## src/rtl/bcd_conv_arbiter.sv

```systemverilog
// Shared shift-add-3 binary-to-BCD converter serving two requesters round-robin.
// One operand bit is consumed per clock; the result is held until the consumer accepts it.
module bcd_conv_arbiter #(
    parameter int unsigned BIN_W  = 7,
    parameter int unsigned DIGITS = 3
) (
    input  logic                  clk,
    input  logic                  rst,
    input  logic [1:0]            req_valid,
    input  logic [BIN_W-1:0]      req_bin0,
    input  logic [BIN_W-1:0]      req_bin1,
    output logic [1:0]            req_ready,
    output logic                  rsp_valid,
    output logic                  rsp_id,
    output logic [4*DIGITS-1:0]   rsp_bcd,
    output logic                  rsp_ovf,
    input  logic                  rsp_ready,
    output logic                  busy
);

    localparam int unsigned BcdW = 4 * DIGITS;
    localparam int unsigned CntW = (BIN_W > 1) ? $clog2(BIN_W) : 1;

    typedef enum logic [1:0] {StIdle, StConv, StDone} state_e;

    state_e            state_q, state_d;
    logic              last_q, last_d;
    logic              id_q, id_d;
    logic [BIN_W-1:0]  shift_q, shift_d;
    logic [BcdW-1:0]   acc_q, acc_d;
    logic              ovf_q, ovf_d;
    logic [CntW-1:0]   cnt_q, cnt_d;
    logic [BcdW-1:0]   rsp_bcd_q, rsp_bcd_d;
    logic              rsp_id_q, rsp_id_d;
    logic              rsp_ovf_q, rsp_ovf_d;

    logic [BcdW-1:0]   acc_adj;
    logic [BcdW-1:0]   acc_shift;
    logic              carry_out;
    logic              sel;

    // Add-3 correction on every digit, then shift in the next operand bit.
    always_comb begin
        acc_adj = acc_q;
        for (int d = 0; d < int'(DIGITS); d++) begin
            if (acc_q[4*d +: 4] >= 4'd5) begin
                acc_adj[4*d +: 4] = acc_q[4*d +: 4] + 4'd3;
            end
        end
        acc_shift = {acc_adj[BcdW-2:0], shift_q[BIN_W-1]};
        carry_out = acc_adj[BcdW-1];
    end

    // Grant is combinational and only offered in IDLE; a tie goes to the requester != last.
    always_comb begin
        req_ready = 2'b00;
        if (state_q == StIdle && !rst) begin
            case (req_valid)
                2'b01:   req_ready = 2'b01;
                2'b10:   req_ready = 2'b10;
                2'b11:   req_ready = last_q ? 2'b01 : 2'b10;
                default: req_ready = 2'b00;
            endcase
        end
    end

    always_comb begin
        state_d   = state_q;
        last_d    = last_q;
        id_d      = id_q;
        shift_d   = shift_q;
        acc_d     = acc_q;
        ovf_d     = ovf_q;
        cnt_d     = cnt_q;
        rsp_bcd_d = rsp_bcd_q;
        rsp_id_d  = rsp_id_q;
        rsp_ovf_d = rsp_ovf_q;
        sel       = req_ready[1];
        unique case (state_q)
            StIdle: begin
                if (|(req_valid & req_ready)) begin
                    shift_d = sel ? req_bin1 : req_bin0;
                    acc_d   = '0;
                    ovf_d   = 1'b0;
                    id_d    = sel;
                    last_d  = sel;
                    cnt_d   = '0;
                    state_d = StConv;
                end
            end
            StConv: begin
                acc_d   = acc_shift;
                shift_d = shift_q << 1;
                ovf_d   = ovf_q | carry_out;
                cnt_d   = cnt_q + 1'b1;
                if (cnt_q == CntW'(BIN_W - 1)) begin
                    state_d   = StDone;
                    rsp_bcd_d = acc_shift;
                    rsp_id_d  = id_q;
                    rsp_ovf_d = ovf_q | carry_out;
                end
            end
            StDone: begin
                if (rsp_ready) begin
                    state_d = StIdle;
                end
            end
            default: state_d = StIdle;
        endcase
    end

    always_ff @(posedge clk) begin
        if (rst) begin
            state_q   <= StIdle;
            last_q    <= 1'b1;
            id_q      <= 1'b0;
            shift_q   <= '0;
            acc_q     <= '0;
            ovf_q     <= 1'b0;
            cnt_q     <= '0;
            rsp_bcd_q <= '0;
            rsp_id_q  <= 1'b0;
            rsp_ovf_q <= 1'b0;
        end else begin
            state_q   <= state_d;
            last_q    <= last_d;
            id_q      <= id_d;
            shift_q   <= shift_d;
            acc_q     <= acc_d;
            ovf_q     <= ovf_d;
            cnt_q     <= cnt_d;
            rsp_bcd_q <= rsp_bcd_d;
            rsp_id_q  <= rsp_id_d;
            rsp_ovf_q <= rsp_ovf_d;
        end
    end

    assign rsp_valid = (state_q == StDone);
    assign busy      = (state_q != StIdle);
    assign rsp_bcd   = rsp_bcd_q;
    assign rsp_id    = rsp_id_q;
    assign rsp_ovf   = rsp_ovf_q;

endmodule

```

## config.mk

```make
export PLATFORM = sky130hd
export DESIGN_NAME = bcd_conv_arbiter
export DESIGN_NICKNAME = d
export VERILOG_FILES = /design/src/rtl/bcd_conv_arbiter.sv
export SDC_FILE = /design/constraint.sdc
export NUM_CORES = 1
export LEC_CHECK = 0
export ABC_AREA = 1
export BUFFER_PORTS_ARGS = -buffer_cell sky130_fd_sc_hd__buf_2
export CORE_MARGIN = 4
export CORE_UTILIZATION = 55
export CTS_CLUSTER_DIAMETER = 100
export DETAILED_ROUTE_END_ITERATION = 8
export PLACE_DENSITY = 0.81
export SYNTH_ARGS = -nofsm -noshare
export SYNTH_HDL_FRONTEND = slang
export SYNTH_SLANG_ARGS = --single-unit
```

## constraint.sdc

```tcl
create_clock -name clk -period 1.5 [get_ports clk]
set_input_delay 0.15 -clock clk [delete_from_list [all_inputs] [get_ports clk]]
set_output_delay 0.15 -clock clk [all_outputs]
set_load 0.005 [all_outputs]
```

### Yosys cells after proc, flatten, opt, wreduce, memory -nomap -nowiden

Index checks and enable logic that the tools add are counted.

| cells by class | value |
|---|---|
| bitwise gates (word level) | 2 |
| add/sub/neg operators | 4 |
| equal/unequal tests | 9 |
| mux-type cells | 19 |
| reductions and logical operators | 10 |
| order comparisons | 3 |

Operators with widths:

| cell | count |
|---|---|
| one-hot mux 12 bit (2 select lines) | 1 |
| two-way mux 7 bit | 2 |
| one-hot mux 7 bit (2 select lines) | 1 |
| adder 4 x 2 -> 4 bit (second input constant) | 3 |
| greater-or-equal comparator 4 x 3 -> 1 bit (second input constant) | 3 |
| two-way mux 12 bit | 1 |
| two-way mux 4 bit | 3 |
| one-hot mux 2 bit (3 select lines) | 2 |
| two-way mux 2 bit | 5 |
| == test 2 bit (second input constant) | 3 |
| one-hot mux 3 bit (2 select lines) | 1 |
| AND reduction 2 bit | 3 |
| == test 2 x 1 -> 1 bit (second input constant) | 2 |
| inequality test 2 x 1 -> 1 bit (second input constant) | 2 |
| nonzero test 2 bit | 2 |
| adder 3 x 1 -> 3 bit (second input constant) | 1 |
| == test 3 bit (second input constant) | 1 |
| two-way mux 3 bit | 1 |
| AND reduction 3 bit | 1 |
| AND 2 bit | 1 |
| logical NOT 2 bit | 1 |
| inequality test 2 bit (second input constant) | 1 |
| one-hot mux 1 bit (2 select lines) | 1 |
| OR reduction 2 bit | 1 |
| 4 further kinds | 4 |

| storage, ports and cells | value |
|---|---|
| logic and storage cells | 57 |
| flip-flop bits (word level) | 41 |
| input port bits | 19 |

### Longest topological paths before layout

| logic depth | value |
|---|---|
| word-level depth | 7 |
| depth in mapped cells | 10 |

### Least setup slack after synthesis

OpenSTA, ideal clock, no wires.

| timing path | value |
|---|---|
| kind | flip-flop to flip-flop |
| start | register acc_q[4] |
| end | register rsp_bcd_q[5], in the netlist rsp_bcd[5] |
| arrival | 1182 ps |
| required time | 1391 ps |
| library setup time | 109 ps |
| cell stages (with the launch flop) | 10 |
| slack | 209 ps |
| path through | dfxtp_1 > inv_1 > ha_1 > inv_1 > o21ai_0 > nand3_1 > nand2_1 > nand2_1 > nand2_1 > inv_1 |

| between the ends | value |
|---|---|
| longest elaborated chain between the ends | 2 |

Ends and longest elaborated chain:

| what | RTL line | source |
|---|---|---|
| from (decl) | 30 | `logic [BcdW-1:0] acc_q, acc_d;` |
| from (signal assigned) | 118 | `acc_q <= '0;` |
| from (signal assigned) | 129 | `acc_q <= acc_d;` |
| adder 4 x 2 -> 4 bit / greater-or-equal comparator 4 x 3 -> 1 bit (equally long branches) | 47, 46 |  |
| two-way mux 4 bit (*) | 46 | `if (acc_q[4*d +: 4] >= 4'd5) begin` |
| to (signal assigned) | 132 | `rsp_bcd_q <= rsp_bcd_d;` |
| to (decl) | 33 | `logic [BcdW-1:0] rsp_bcd_q, rsp_bcd_d;` |

Mark *: on every way between the ends. The rest lies on a longest branch, timed or not.
A chain may end at the register's enable or synchronous reset.

### Worst setup path after layout

| timing path | value |
|---|---|
| start | register state_q[0] |
| end | output port req_ready[0] |

| between the ends | value |
|---|---|
| longest elaborated chain between the ends | 3 |

Ends and longest elaborated chain:

| what | RTL line | source |
|---|---|---|
| from (decl) | 26 | `state_e state_q, state_d;` |
| from (signal assigned) | 114 | `state_q <= StIdle;` |
| from (signal assigned) | 125 | `state_q <= state_d;` |
| logical NOT 2 bit | 57 | `if (state_q == StIdle && !rst) begin` |
| logical AND 1 bit | 57 |  |
| two-way mux 2 bit | 57 |  |
| to (decl) | 12 | `output logic [1:0] req_ready,` |

No other way between the ends.

==> out/metrics.yaml <==
sta:
  post-route-period-util_pct: 93.56
  rsz0062_at_grt: "true"
  drv_slew: 0
  max_freq_ghz: 0.7126
  relSlewSlack_pct: 78.15
  hold_viol: 0
  fin_worst_skew_ns: 0.006532
  final.setup.tns_ns: 0
  worst_pin_slew_ns: 0.3277
  holdWs_ns: 0.1083
  min_period_ns: 1.403
  finalSetupViolCount: 0
logic_synthesis:
  synth_edf_count: 0
  synth-xor-area-share_pct: 0
  synth_top_area_share_pct: 38.70
  ys.flop_type: "dfxtp_1"
  synthAdderAreaFrac_pct: 4.720
  synth_top_family_by_area: "simple AND/OR/NAND/NOR gates"
  syn_area_sq_um: 2121
  synth_seq_cells: 41
  seq_area_frac_synth_pct: 38.70
  yosys-top-cells-area: "dfxtp_1, nand2_1, inv_1, nand3_1, a21oi_1"
  syn_inst: 321
  synth_commonest_cells: "nand2_1, inv_1, dfxtp_1"
  muxShareOfSynthArea_pct: 0
  synth-compound-area-share_pct: 14.28
  synth_most_common_cell: "nand2_1"
  syn_area_per_cell_sq_um: 6.607
  synthSimpleGateAreaFrac_pct: 30.21
  mappedNetlistNets: 348
  async_flop_share_pct: 0
  synth_largest_area_cell: "dfxtp_1"
  ys_types: 22
  synth_warnings: 0
hold_path:
  holdCritPathClass: "primary input to register"
  whs_path_depth: 4
clock_tree:
  cts_setup_buffers: 0
  cts_root_buf: "clkbuf_8"
  cts_tree: "built"
  cts_sinks: 41
  worstSkewPairLatency_ns: 0.29
  cts_buffers: 5
  cts.clk_slew.worst_paths_ns: 0.07
  htree_levels: 2
  cts_max_path_buffers: 2
  postCtsHoldBufs: 0
detailed_routing:
  via_count: 2060
  drc_errors: 0
  wire_per_inst_um: 11.26
  drt-pass1-iter-count: 4
  drt_iter0_markers: 95
  drt_wl_total_um: 4596
  antenna_left: 0
  viasPerCell: 5.049
placed_design:
  dp_cells: 401
  io_buffers: 36
  place.detailed.hpwl_um: 3339
  gp_congestion: 0.8288
worst_setup_path:
  worst-path-buf-inv: 1
  path_cells: "nor2_2 -> nand3_2 -> nor2_1 -> buf_2"
  cp-endpoint: "req_ready[0]"
  r2r_slack_ns: 0.16
  setup.worst_path.start: "state_q[0]$_SDFFE_PP0P_"
  critPathTopFamily: "simple AND/OR/NAND/NOR gates"
  cp.arrival_ns: 1.25
  path_depth: 4
  crit_type: "register to primary output"
  r2r_end: "acc_q[2]$_SDFFE_PP0P_"
  worstPathRequired_ns: 1.35
  endpoint_kind: "primary output"
  reg2reg_from: "acc_q[0]$_SDFFE_PP0P_"
  cp-start-kind: "register"
  slowest_delay_ns: 0.35
  r2r_cells: 9
  path_max_fanout: 6
  critPathSlowestCell: "dfxtp_1"
global_routing:
  antenna_found_initial: 0
  grt_pass1_wl_um: 7879
  track_usage_pct: 19.65
  grt_max_degree: 31
  grt_overflow_total: 0
  grt_pass1_vias: 1834
layout:
  final_nets: 387
  num_antenna_cells: 0
  drive_above_1_share_pct: 18.06
  fin_cells: 408
  synthToLayoutAreaGrowth_pct: 16.81
floorplanning:
  fp.dieH_um: 70.10
  die_w_um: 70.10
  core-area_sq_um: 3689
  initial_core_util_pct: 57.50
  io_pins: 37
  num_rows: 22
  dieArea_sq_um: 4913
power:
  pwr-share-seq_pct: 54.2
  p_int_mw: 1.570
  peakVddDrop_mv: 0.5106
  p_comb_share_pct: 11.4
  power_switching_mw: 0.5210
  p_per_area_nw_per_um2: 844.2
  p_sw_share_pct: 24.91
  pwr-share-clk_pct: 34.4
  p_leak_nw: 1.240
status:
  status: "finished clean"
flow_run:
  cap_violations: 0
-- sequential cells by signal (all words and copies together), names as in the netlist --
signal / flops
acc_q: 12
rsp_bcd: 12
shift_q: 7
cnt_q: 3
state_q: 2
id_q: 1
last_q: 1
ovf_q: 1
rsp_id: 1
rsp_ovf: 1
-- power groups by stage --
| stage | Clock (mW) | Sequential, mW | Combinational [mW] |
|---|---|---|---|
| 6_report | 0.719 | 1.13 | 0.239 |
| 5_1_grt | 0.786 | 1.14 | 0.271 |
| 4_1_cts | 0.746 | 1.13 | 0.238 |
| 3_5_place_dp | 0 | 1.16 | 0.234 |
| 3_3_place_gp | 0 | 1.16 | 0.232 |
| 2_1_floorplan | 0 | 1.16 | 0.161 |
-- placed cells by master, fill, tap and decap left out --
cell	synthesis	final
nand2_2	2	4
o21ai_1	2	3
nor2_1	32	30
inv_2	2	3
nor2_2	1	3
nand4_1	1	1
o21a_1	2	2
inv_1	50	49
buf_4	2	5
nand2_1	78	76
buf_12	0	1
or2_2	2	2
clkbuf_8	0	6
o21ai_2	0	2
a21oi_1	26	26
nand3_1	36	35
ha_1	8	8
buf_6	1	1
buf_2	4	36
dfxtp_1	41	41
a21o_1	1	1
nand3_2	1	2
o21bai_1	6	6
o21ai_0	19	16
clkbuf_1	4	1
-- worst register-to-register path, cell delays in order (launching register included) --
cell,delay [ns]
dfxtp_1,0.37
inv_1,0.09
ha_1,0.21
inv_1,0.06
nand2_1,0.10
nand3_2,0.12
nand2_1,0.06
o21ai_1,0.10
nand2_1,0.07
a21oi_1,0.11
-- layer usage --
| layer | wire, um | global-route usage (%) |
|---|---|---|
| met1 | 2002 | 22.10 |
| met2 | 2208 | 35.26 |
| met3 | 299 | 5.324 |
| met4 | 86 | 7.021 |
| met5 | 0 | 0 |
-- kinds of logic (layout without fill, tap and decap cells) --
logic type,Yosys count,count (layout)
and+or+nand+nor,153,153
buffers and inverters,63,102
AOI/OAI and AO/OA,56,56
DFF,41,41
adders and majority gates,8,8
-- how the worst min path moves through the flow --
stage | from | end | slack [ns]
2_1_floorplan | rsp_ready | state_q[1]$_SDFFE_PP0P_ | 0.32
3_3_place_gp | rsp_ready | state_q[1]$_SDFFE_PP0P_ | 0.41
3_5_place_dp | rsp_ready | state_q[1]$_SDFFE_PP0P_ | 0.42
4_1_cts | rsp_ready | state_q[1]$_SDFFE_PP0P_ | 0.09
5_1_grt | rsp_ready | state_q[1]$_SDFFE_PP0P_ | 0.15
6_report | rsp_ready | state_q[1]$_SDFFE_PP0P_ | 0.11
-- metrics by stage --
stage | power [mW] | setup slack (ns) | instance area (sq um) | util [%]
floorplan | 1.317 | 0.2094 | 2121 | -
global placement | 1.390 | 0.1186 | 2365 | 64.11
detailed placement | 1.393 | 0.04590 | 2365 | 64.11
CTS | 2.118 | 0.02930 | 2456 | 66.59
global route | 2.194 | -0.005348 | 2477 | 67.16
finish | 2.092 | 0.09662 | 2477 | 67.16
-- area by class of cell --
cell class                      instances  area [sq um]
Multi-Input combinational cell        217          1066
Clock buffer                            7         86.33
Sequential cell                        41         820.8
Inverter                               52         195.2
Fill cell                             336          1211
Tap cell                               48         60.06
Timing Repair Buffer                   43         249.0
-- repair_timing --
| action | 4_1_cts | 5_1_grt |
|---|---|---|
| hold endpoints to repair | 0 | 0 |
| resized for setup | 2 | 10 |
| endpoints found under the setup margin | 1 | 18 |
No activity file was read; power rests on OpenSTA's default activity.
